--- src/rtl/fdiv_pkg.sv ---
// fdiv_pkg: shared types and constants for the single-precision divide controller.
package fdiv_pkg;
  typedef enum logic [1:0] {IDLE, WAIT_DIV, RESP} state_t;
  localparam logic [31:0] CANON_NAN = 32'h7FC00000;
  localparam int BIAS = 127;
  localparam int EXP_W = 8;
  localparam int FRAC_W = 23;
  localparam int FLAG_NV = 4;
  localparam int FLAG_DZ = 3;
  localparam int FLAG_OF = 2;
  localparam int FLAG_UF = 1;
  localparam int FLAG_NX = 0;
  typedef struct packed {
    logic zero;
    logic denorm;
    logic inf;
    logic qnan;
    logic snan;
  } fp_class_t;
endpackage

--- src/rtl/fp_operand_classify.sv ---
// fp_operand_classify: decodes one single-precision operand into its IEEE class.
module fp_operand_classify
  import fdiv_pkg::*;
(
  input  logic [31:0] op_i,
  output fp_class_t   cls_o
);
  logic [EXP_W-1:0] e;
  logic [FRAC_W-1:0] f;
  assign e = op_i[FRAC_W +: EXP_W];
  assign f = op_i[FRAC_W-1:0];
  always_comb begin
    cls_o.zero   = (e == '0) && (f == '0);
    cls_o.denorm = (e == '0) && (f != '0);
    cls_o.inf    = (&e) && (f == '0);
    cls_o.qnan   = (&e) && f[FRAC_W-1];
    cls_o.snan   = (&e) && (f != '0) && !f[FRAC_W-1];
  end
endmodule

--- src/rtl/fdiv_controller.sv ---
// fdiv_controller: FP32 divide sequencer; resolves special cases locally and
// otherwise waits on a free-running significand divider, truncating the result.
module fdiv_controller
  import fdiv_pkg::*;
#(
  parameter int MANTISSA_WIDTH  = 24,
  parameter int DIV_PULSES_SKIP = 1
) (
  input  logic                      clk,
  input  logic                      rst_n,
  input  logic                      req_valid,
  output logic                      req_ready,
  input  logic [31:0]               req_a,
  input  logic [31:0]               req_b,
  input  logic                      flush,
  output logic                      rsp_valid,
  input  logic                      rsp_ready,
  output logic [31:0]               rsp_result,
  output logic [4:0]                rsp_flags,
  output logic [MANTISSA_WIDTH-1:0] div_dividend,
  output logic [MANTISSA_WIDTH-1:0] div_divisor,
  input  logic [MANTISSA_WIDTH:0]   div_quotient,
  input  logic                      div_valid
);
  localparam int M = MANTISSA_WIDTH;
  localparam int CW = $clog2(DIV_PULSES_SKIP + 1) + 1;
  state_t state_q, state_d;
  logic [31:0] a_q, a_d, b_q, b_d, res_q, res_d;
  logic [4:0] flg_q, flg_d;
  logic [CW-1:0] cnt_q, cnt_d;
  fp_class_t ca, cb;
  logic za, zb, nan_a, nan_b, inv, sp_hit, s_req, s_op;
  logic [31:0] sp_res, nr_res;
  logic [4:0] sp_flg, nr_flg;
  logic signed [9:0] e_raw, e_n;
  logic [FRAC_W-1:0] frac;
  fp_operand_classify u_cls_a (.op_i(req_a), .cls_o(ca));
  fp_operand_classify u_cls_b (.op_i(req_b), .cls_o(cb));
  // Denormals are flushed, so they classify as zero for every special case.
  always_comb begin
    za     = ca.zero | ca.denorm;
    zb     = cb.zero | cb.denorm;
    nan_a  = ca.qnan | ca.snan;
    nan_b  = cb.qnan | cb.snan;
    inv    = (za & zb) | (ca.inf & cb.inf);
    s_req  = req_a[31] ^ req_b[31];
    sp_hit = nan_a | nan_b | za | zb | ca.inf | cb.inf;
    sp_res = (nan_a | nan_b | inv) ? CANON_NAN :
             (ca.inf | zb)         ? {s_req, 8'hFF, 23'd0} : {s_req, 31'd0};
    sp_flg = (inv | ca.snan | cb.snan)     ? 5'(1 << FLAG_NV) :
             (zb & !nan_a & !ca.inf)       ? 5'(1 << FLAG_DZ) : 5'd0;
  end
  always_comb begin
    s_op   = a_q[31] ^ b_q[31];
    e_raw  = $signed({2'b00, a_q[30:23]}) - $signed({2'b00, b_q[30:23]}) + 10'(BIAS);
    e_n    = div_quotient[M] ? e_raw : e_raw - 10'sd1;
    frac   = div_quotient[M] ? div_quotient[M-1 -: FRAC_W] : div_quotient[M-2 -: FRAC_W];
    nr_res = (e_n >= 10'sd255) ? {s_op, 8'hFF, 23'd0} :
             (e_n <= 10'sd0)   ? {s_op, 31'd0} : {s_op, e_n[7:0], frac};
    nr_flg = (e_n >= 10'sd255) ? 5'((1 << FLAG_OF) | (1 << FLAG_NX)) :
             (e_n <= 10'sd0)   ? 5'((1 << FLAG_UF) | (1 << FLAG_NX)) : 5'd0;
  end
  always_comb begin
    state_d = state_q;
    a_d     = a_q;
    b_d     = b_q;
    res_d   = res_q;
    flg_d   = flg_q;
    cnt_d   = cnt_q;
    if (flush) begin
      state_d = IDLE;
      cnt_d   = '0;
    end else begin
      case (state_q)
        IDLE: if (req_valid) begin
          a_d     = req_a;
          b_d     = req_b;
          res_d   = sp_res;
          flg_d   = sp_flg;
          cnt_d   = '0;
          state_d = sp_hit ? RESP : WAIT_DIV;
        end
        WAIT_DIV: if (div_valid) begin
          if (cnt_q == CW'(DIV_PULSES_SKIP)) begin
            res_d   = nr_res;
            flg_d   = nr_flg;
            cnt_d   = '0;
            state_d = RESP;
          end else begin
            cnt_d = cnt_q + 1'b1;
          end
        end
        RESP: state_d = rsp_ready ? IDLE : RESP;
        default: state_d = IDLE;
      endcase
    end
  end
  always_ff @(posedge clk or negedge rst_n) begin
    if (!rst_n) begin
      state_q <= IDLE;
      a_q     <= '0;
      b_q     <= '0;
      res_q   <= '0;
      flg_q   <= '0;
      cnt_q   <= '0;
    end else begin
      state_q <= state_d;
      a_q     <= a_d;
      b_q     <= b_d;
      res_q   <= res_d;
      flg_q   <= flg_d;
      cnt_q   <= cnt_d;
    end
  end
  assign req_ready    = state_q == IDLE;
  assign rsp_valid    = state_q == RESP;
  assign rsp_result   = rsp_valid ? res_q : '0;
  assign rsp_flags    = rsp_valid ? flg_q : '0;
  assign div_dividend = (state_q == WAIT_DIV) ? M'({1'b1, a_q[FRAC_W-1:0]}) : '0;
  assign div_divisor  = (state_q == WAIT_DIV) ? M'({1'b1, b_q[FRAC_W-1:0]}) : '0;
endmodule

--- config.mk ---
export PLATFORM = sky130hd
export DESIGN_NAME = fdiv_controller
export DESIGN_NICKNAME = d
export VERILOG_FILES = /design/src/rtl/fdiv_pkg.sv /design/src/rtl/fp_operand_classify.sv /design/src/rtl/fdiv_controller.sv
export SDC_FILE = /design/constraint.sdc
export NUM_CORES = 1
export LEC_CHECK = 0
export BUFFER_PORTS_ARGS = -buffer_cell sky130_fd_sc_hd__buf_2
export CAP_MARGIN = 20
export CORE_UTILIZATION = 53
export CTS_CLUSTER_DIAMETER = 30
export DETAILED_ROUTE_END_ITERATION = 6
export PLACE_DENSITY = 0.81
export SKIP_LAST_GASP = 1
export SLEW_MARGIN = 15
export SYNTH_ARGS = -nofsm -noshare
export SYNTH_HDL_FRONTEND = slang
export SYNTH_SLANG_ARGS = --single-unit
--- constraint.sdc ---
create_clock -name clk -period 4.6 [get_ports clk]
set_clock_uncertainty 0.1 [all_clocks]
set_input_delay 0.69 -clock clk [delete_from_list [all_inputs] [get_ports clk]]
set_output_delay 0.69 -clock clk [all_outputs]
set_load 0.01 [all_outputs]
[After elaboration in Yosys (flattened, before gate mapping)]
Cells that the tools add are included.
W data, S select, Z words.
Operators by class
  $add $sub $neg: 4
  magnitude comparators: 2
  eq/ne operators: 9
  mux-type cells: 34
  bitwise logic cells: 21
  reductions and logical operators: 31
Operator list (number)
  $mux W32: 5
  $mux W31: 3
  $pmux W32 S2: 1
  $mux W24: 2
  $logic_not A23 Y1: 2
  $reduce_bool A23 Y1: 2
  $mux W5: 5
  $mux W23: 1
  $mux W2: 11
  $logic_not A8 Y1: 2
  $reduce_and A8 Y1: 2
  $or A1 B1 Y1: 14
  $logic_and A1 B1 Y1: 12
  $add A9 B8 Y10 const B: 1
  $ge A10 B9 Y1 const B: 1
  $le A10 B1 Y1 const B: 1
  $mux W10: 1
  $pmux W5 S2: 1
  $sub A10 B2 Y10 const B: 1
  $reduce_and A3 Y1: 3
  $sub A8 B8 Y9: 1
  $ne A2 B2 Y1 const B: 3
  $ne A3 B3 Y1 const B: 2
  $pmux W2 S3: 1
  15 further kinds: 23
Storage, ports and cells
  flip-flop bits (word level): 105
  bits of input ports: 95
  output and inout bits: 87
  logic and storage cells: 107

[Longest topological paths before layout]
  word-level depth: 13
  depth in mapped cells: 16
  gate-level depth less buffers: 14

[Hierarchy]
A second synthesis with hierarchy kept.
Second synthesis, totals
  cell total of the unflattened synthesis: 613
  area, all modules: 6172.2 µm²
Modules (own cells, without submodules)
  fdiv_controller: instances 1, cells each 571, area each 5869.4 µm², seq. area each 2627.5 µm²
  fp_operand_classify: instances 2, cells each 21, area each 151.4 µm², seq. area each 0.0 µm²

[Worst setup path after synthesis]
Ideal clock, no wire load.
  path kind: flip-flop to flip-flop
  from: register a_q[23]
  to: register res_q[7]
  setup time: 0.130 ns
  arrival: 3.074 ns
  required time: 4.370 ns
  slack: 1.295 ns
  cell stages (with the launch flop): 15
  buffers on the path: 1
  clock period less this slack: 3.305 ns
  cell sequence: dfrtp_1 inv_1 ha_1 inv_1 fa_1 inv_1 ha_1 xnor2_1 nand3_1 o21ai_1 and4b_4 xor2_1 a41o_4 buf_6 o41ai_2
Between the ends
  word-level cells in the longest chain between the ends: 10
  elaborated cells between the ends (all ways): 11
  classes of those cells: add/sub: 3; order compare: 2; mux: 6
RTL lines
  start: declaration: RTL line fdiv_controller.sv:28  | logic [31:0] a_q, a_d, b_q, b_d, res_q, res_d;
  start signal: assignment: RTL line fdiv_controller.sv:101  | a_q <= '0;
  start signal: assignment: RTL line fdiv_controller.sv:108  | a_q <= a_d;
  $sub A8 B8 Y9 *: RTL line fdiv_controller.sv:55  | e_raw = $signed({2'b00, a_q[30:23]}) - $signed({2'b00, b_q[30:23]}) + 10'(BIAS);
  $add A9 B8 Y10 *: RTL line fdiv_controller.sv:55
  $sub A10 B2 Y10: RTL line fdiv_controller.sv:56  | e_n = div_quotient[M] ? e_raw : e_raw - 10'sd1;
  $mux W10 *: RTL line fdiv_controller.sv:56
  $le A10 B1 Y1: RTL line fdiv_controller.sv:59  | (e_n <= 10'sd0) ? {s_op, 31'd0} : {s_op, e_n[7:0], frac};
  $mux W31: RTL line fdiv_controller.sv:59
  $mux W31 *: RTL line fdiv_controller.sv:58  | nr_res = (e_n >= 10'sd255) ? {s_op, 8'hFF, 23'd0} :
  $mux W32 *: RTL line fdiv_controller.sv:84  | if (cnt_q == CW'(DIV_PULSES_SKIP)) begin
  $mux W32 *: RTL line fdiv_controller.sv:83  | WAIT_DIV: if (div_valid) begin
  $pmux W32 S2 *: RTL line fdiv_controller.sv:74  | case (state_q)
  end signal: assignment: RTL line fdiv_controller.sv:110  | res_q <= res_d;
  end: declaration: RTL line fdiv_controller.sv:28
Every way passes the cells marked *; elsewhere a longest branch is shown, timed or not. The select of a mux whose other input is x is not followed.
A chain may end at the register's enable or synchronous reset.

[Worst setup path in the final report]
  from: register a_q[23]
  to: register res_q[14]
Same word-level chain as after synthesis.

==> results.yml <==
critical_path:
  path_cells: "inv_1 > ha_1 > inv_1 > fa_1 > inv_1 > ha_1 > xnor2_1 > nand3_1 > o21ai_1 > xor2_1 > nand4bb_1 > nor3_4 > buf_4 > o41ai_2"
  cp.required_ns: 4.69
  end_kind: "register"
  critPathSlowestCell: "nor3_4"
  crit_type: "register to register"
  arrival_ns: 4.03
  crit_family: "simple AND/OR/NAND/NOR gates"
  critical_path_buf_inv_count: 4
  cpPeakStageDelay_ns: 0.53
  cp_max_fo: 10
  start_kind: "register"
  crit_top_cell: "inv_1"
sta:
  slew_viol_final: 0
  hold_slack_ns: 0.364
  worst_pin_slew_ns: 0.969
  fin_crit_ns: 3.94
  fin_crit_sh: 0.857
  tns_ns: 0
  slew_headroom: 0.354
  fmax_ghz: 0.254
  setup_viol: 0
  hold_viol_final: 0
  rsz0062_at_grt: "no"
yosys:
  synth_top_area_frac: 0.415
  seq_area_frac_synth: 0.415
  synth_area_per_cell_sq_um: 8.68
  async_flop_share: 1.00
  yosysMostFrequentCell: "nand2_1"
  synth.distinct_cells: 66
  synth.area.top_cells: "dfrtp_1, nand2_1, and2_1"
  synth_edf_count: 0
  yosysTopAreaCell: "dfrtp_1"
  synth-main-ff-cell: "dfrtp_1"
  syn_inst: 730
  syn_nets: 836
  synth_common_cells: "nand2_1, dfrtp_1, and2_1"
  synth-seq-cells: 105
  yosys_warnings: 0
  synth_area_sq_mm: 0.00633
pwr:
  peakVddDrop_v: 0.000321
  powerDensity_mw_per_mm2: 539
  p_leak_nw: 3.92
  total_power_w: 0.00411
global_route:
  grt_pass1_wl_um: 25800
  grt.total_usage: 0.257
  grt_pass1_vias: 5497
  gr-total-overflow: 0
  antenna_found_initial: 0
  grt_max_degree: 70
detailed_routing:
  drtIter0Drc: 335
  avgRoutedWirePerCell_um: 14.7
  drcViolationCount: 24
  dr_total_vias: 5581
  first_pass_iters: 7
  viasPerCell: 5.40
  drt-total-wl_um: 15200
  ant_nets: 0
cts:
  numCtsBuffers: 9
  clk_pin_slew_worst_paths_ns: 0.07
  clock_sinks: 105
  max-clock-path-buffers: 2
  clock_latency_ns: 0.34
  cts_tree: "built"
  cts.root.buffer_cell: "clkbuf_16"
  htree_levels: 3
  cts_resized: 0
  ctsHoldBuffers: 0
  cts_setup_buffers: 0
place:
  placed_cell_area_sq_mm: 0.00729
  post-dp-hpwl_um: 10800
  place_congestion: 0.850
  portBuffers: 181
final_layout:
  design_area_sq_mm: 0.00762
  area_growth_pct: 20.4
  num-fill-cells: 967
  drive_gt1_frac: 0.296
  antenna_cells: 0
  nNetsFinal: 991
floorplanning:
  die-area_sq_mm: 0.0124
  std_cell_rows: 39
  start_util: 0.550
  die_h_um: 111
  chipWidth_um: 111
  num_io_pins: 182
  core-area_sq_mm: 0.0115
outcome:
  outcome: "finished, violations left"
  failed_checks: "design-rule violations"
min_path:
  min_path_type: "input pin to async pin"
run:
  maxCapViolCount: 0
[path summary, 6_finish.rpt]
path                                      from  cells past startpoint                    end  slack, ns
setup / recovery           a_q[23]$_DFFE_PN0P_                     14  res_q[14]$_DFFE_PN0P_       0.66
hold / removal                           rst_n                      1    a_q[30]$_DFFE_PN0P_       0.36
setup reg to reg           a_q[23]$_DFFE_PN0P_                     14  res_q[14]$_DFFE_PN0P_       0.66
hold reg to reg             b_q[6]$_DFFE_PN0P_                      2     b_q[6]$_DFFE_PN0P_       0.37
max in group asynchronous                rst_n                      2    a_q[16]$_DFFE_PN0P_       3.06
min in group clk            b_q[6]$_DFFE_PN0P_                      2     b_q[6]$_DFFE_PN0P_       0.37
[placed cells by master (no fill, tap or decap), drive strengths merged, types with 8 or more instances in the layout]
cell type	instances
a32oi	8
xnor2	12
clkbuf	10
a21oi	15
inv	14
mux2	17
nor2	21
buf	191
o211ai	10
o41ai	17
dfrtp	105
nand2	234
nor4	17
and2	84
ha	10
nor3	14
o21ai	28
[worst reg2reg max path, stage by stage (launching register included)]
cell       delay (ns)
dfrtp_1          0.36
inv_1            0.07
ha_1             0.18
inv_1            0.06
fa_1             0.49
inv_1            0.06
ha_1             0.26
xnor2_1          0.41
nand3_1          0.12
o21ai_1          0.17
xor2_1           0.16
nand4bb_1        0.45
nor3_4           0.53
buf_4            0.29
o41ai_2          0.09
[through the flow]
stage / instances / setup slack [ns] / utilization
after detailed placement: 1017 / 0.747 / 0.633
after CTS: 1033 / 0.718 / 0.662
after floorplan: 730 / 1.30 / -
after global placement: 1017 / 0.912 / 0.633
after global routing: 1033 / 0.359 / 0.662
final: 1033 / 0.656 / 0.662
[cell type report]
class                   count  area, sq um  area share
flip-flops and latches    105         2630       0.345
clock buffers              10          239      0.0313
multi-input cells         564         3450       0.453
well taps                 143          179      0.0235
inverters                  14         52.6     0.00689
repair buffers            191          983       0.129
clock inverters             6         88.8      0.0117
[state kept, by name (all words and copies together) (netlist names)]
signal	flops
a_q	32
b_q	32
cnt_q	2
flg_q	5
res_q	32
state_q	2
[power breakdown]
| part | leakage, nW | internal [W] | switching [W] |
|---|---|---|---|
| Combinational | 2.41 | 0.000732 | 0.00122 |
| Clock | 0.155 | 0.000493 | 0.000341 |
| Sequential | 1.35 | 0.00118 | 0.000143 |
| Total | 3.92 | 0.00240 | 0.00171 |
[kinds of logic (layout without fill, tap and decap cells)]
logic type,count (synthesis),after routing,share of synthesized area
buf+inv,61,221,0.0435
mux,24,24,0.0413
fa+ha+maj,11,11,0.0229
flops,105,105,0.415
simple gates,404,404,0.304
compound gates,106,106,0.141
xor+xnor,19,19,0.0328
[layer usage]
metal,share of wire,track usage,wire (um)
met1,0.45,0.333,6800
met4,0.015,0.0919,226
met2,0.47,0.428,7130
met3,0.070,0.0547,1070
met5,0,0,0
Power figures use the tool's default switching activity.
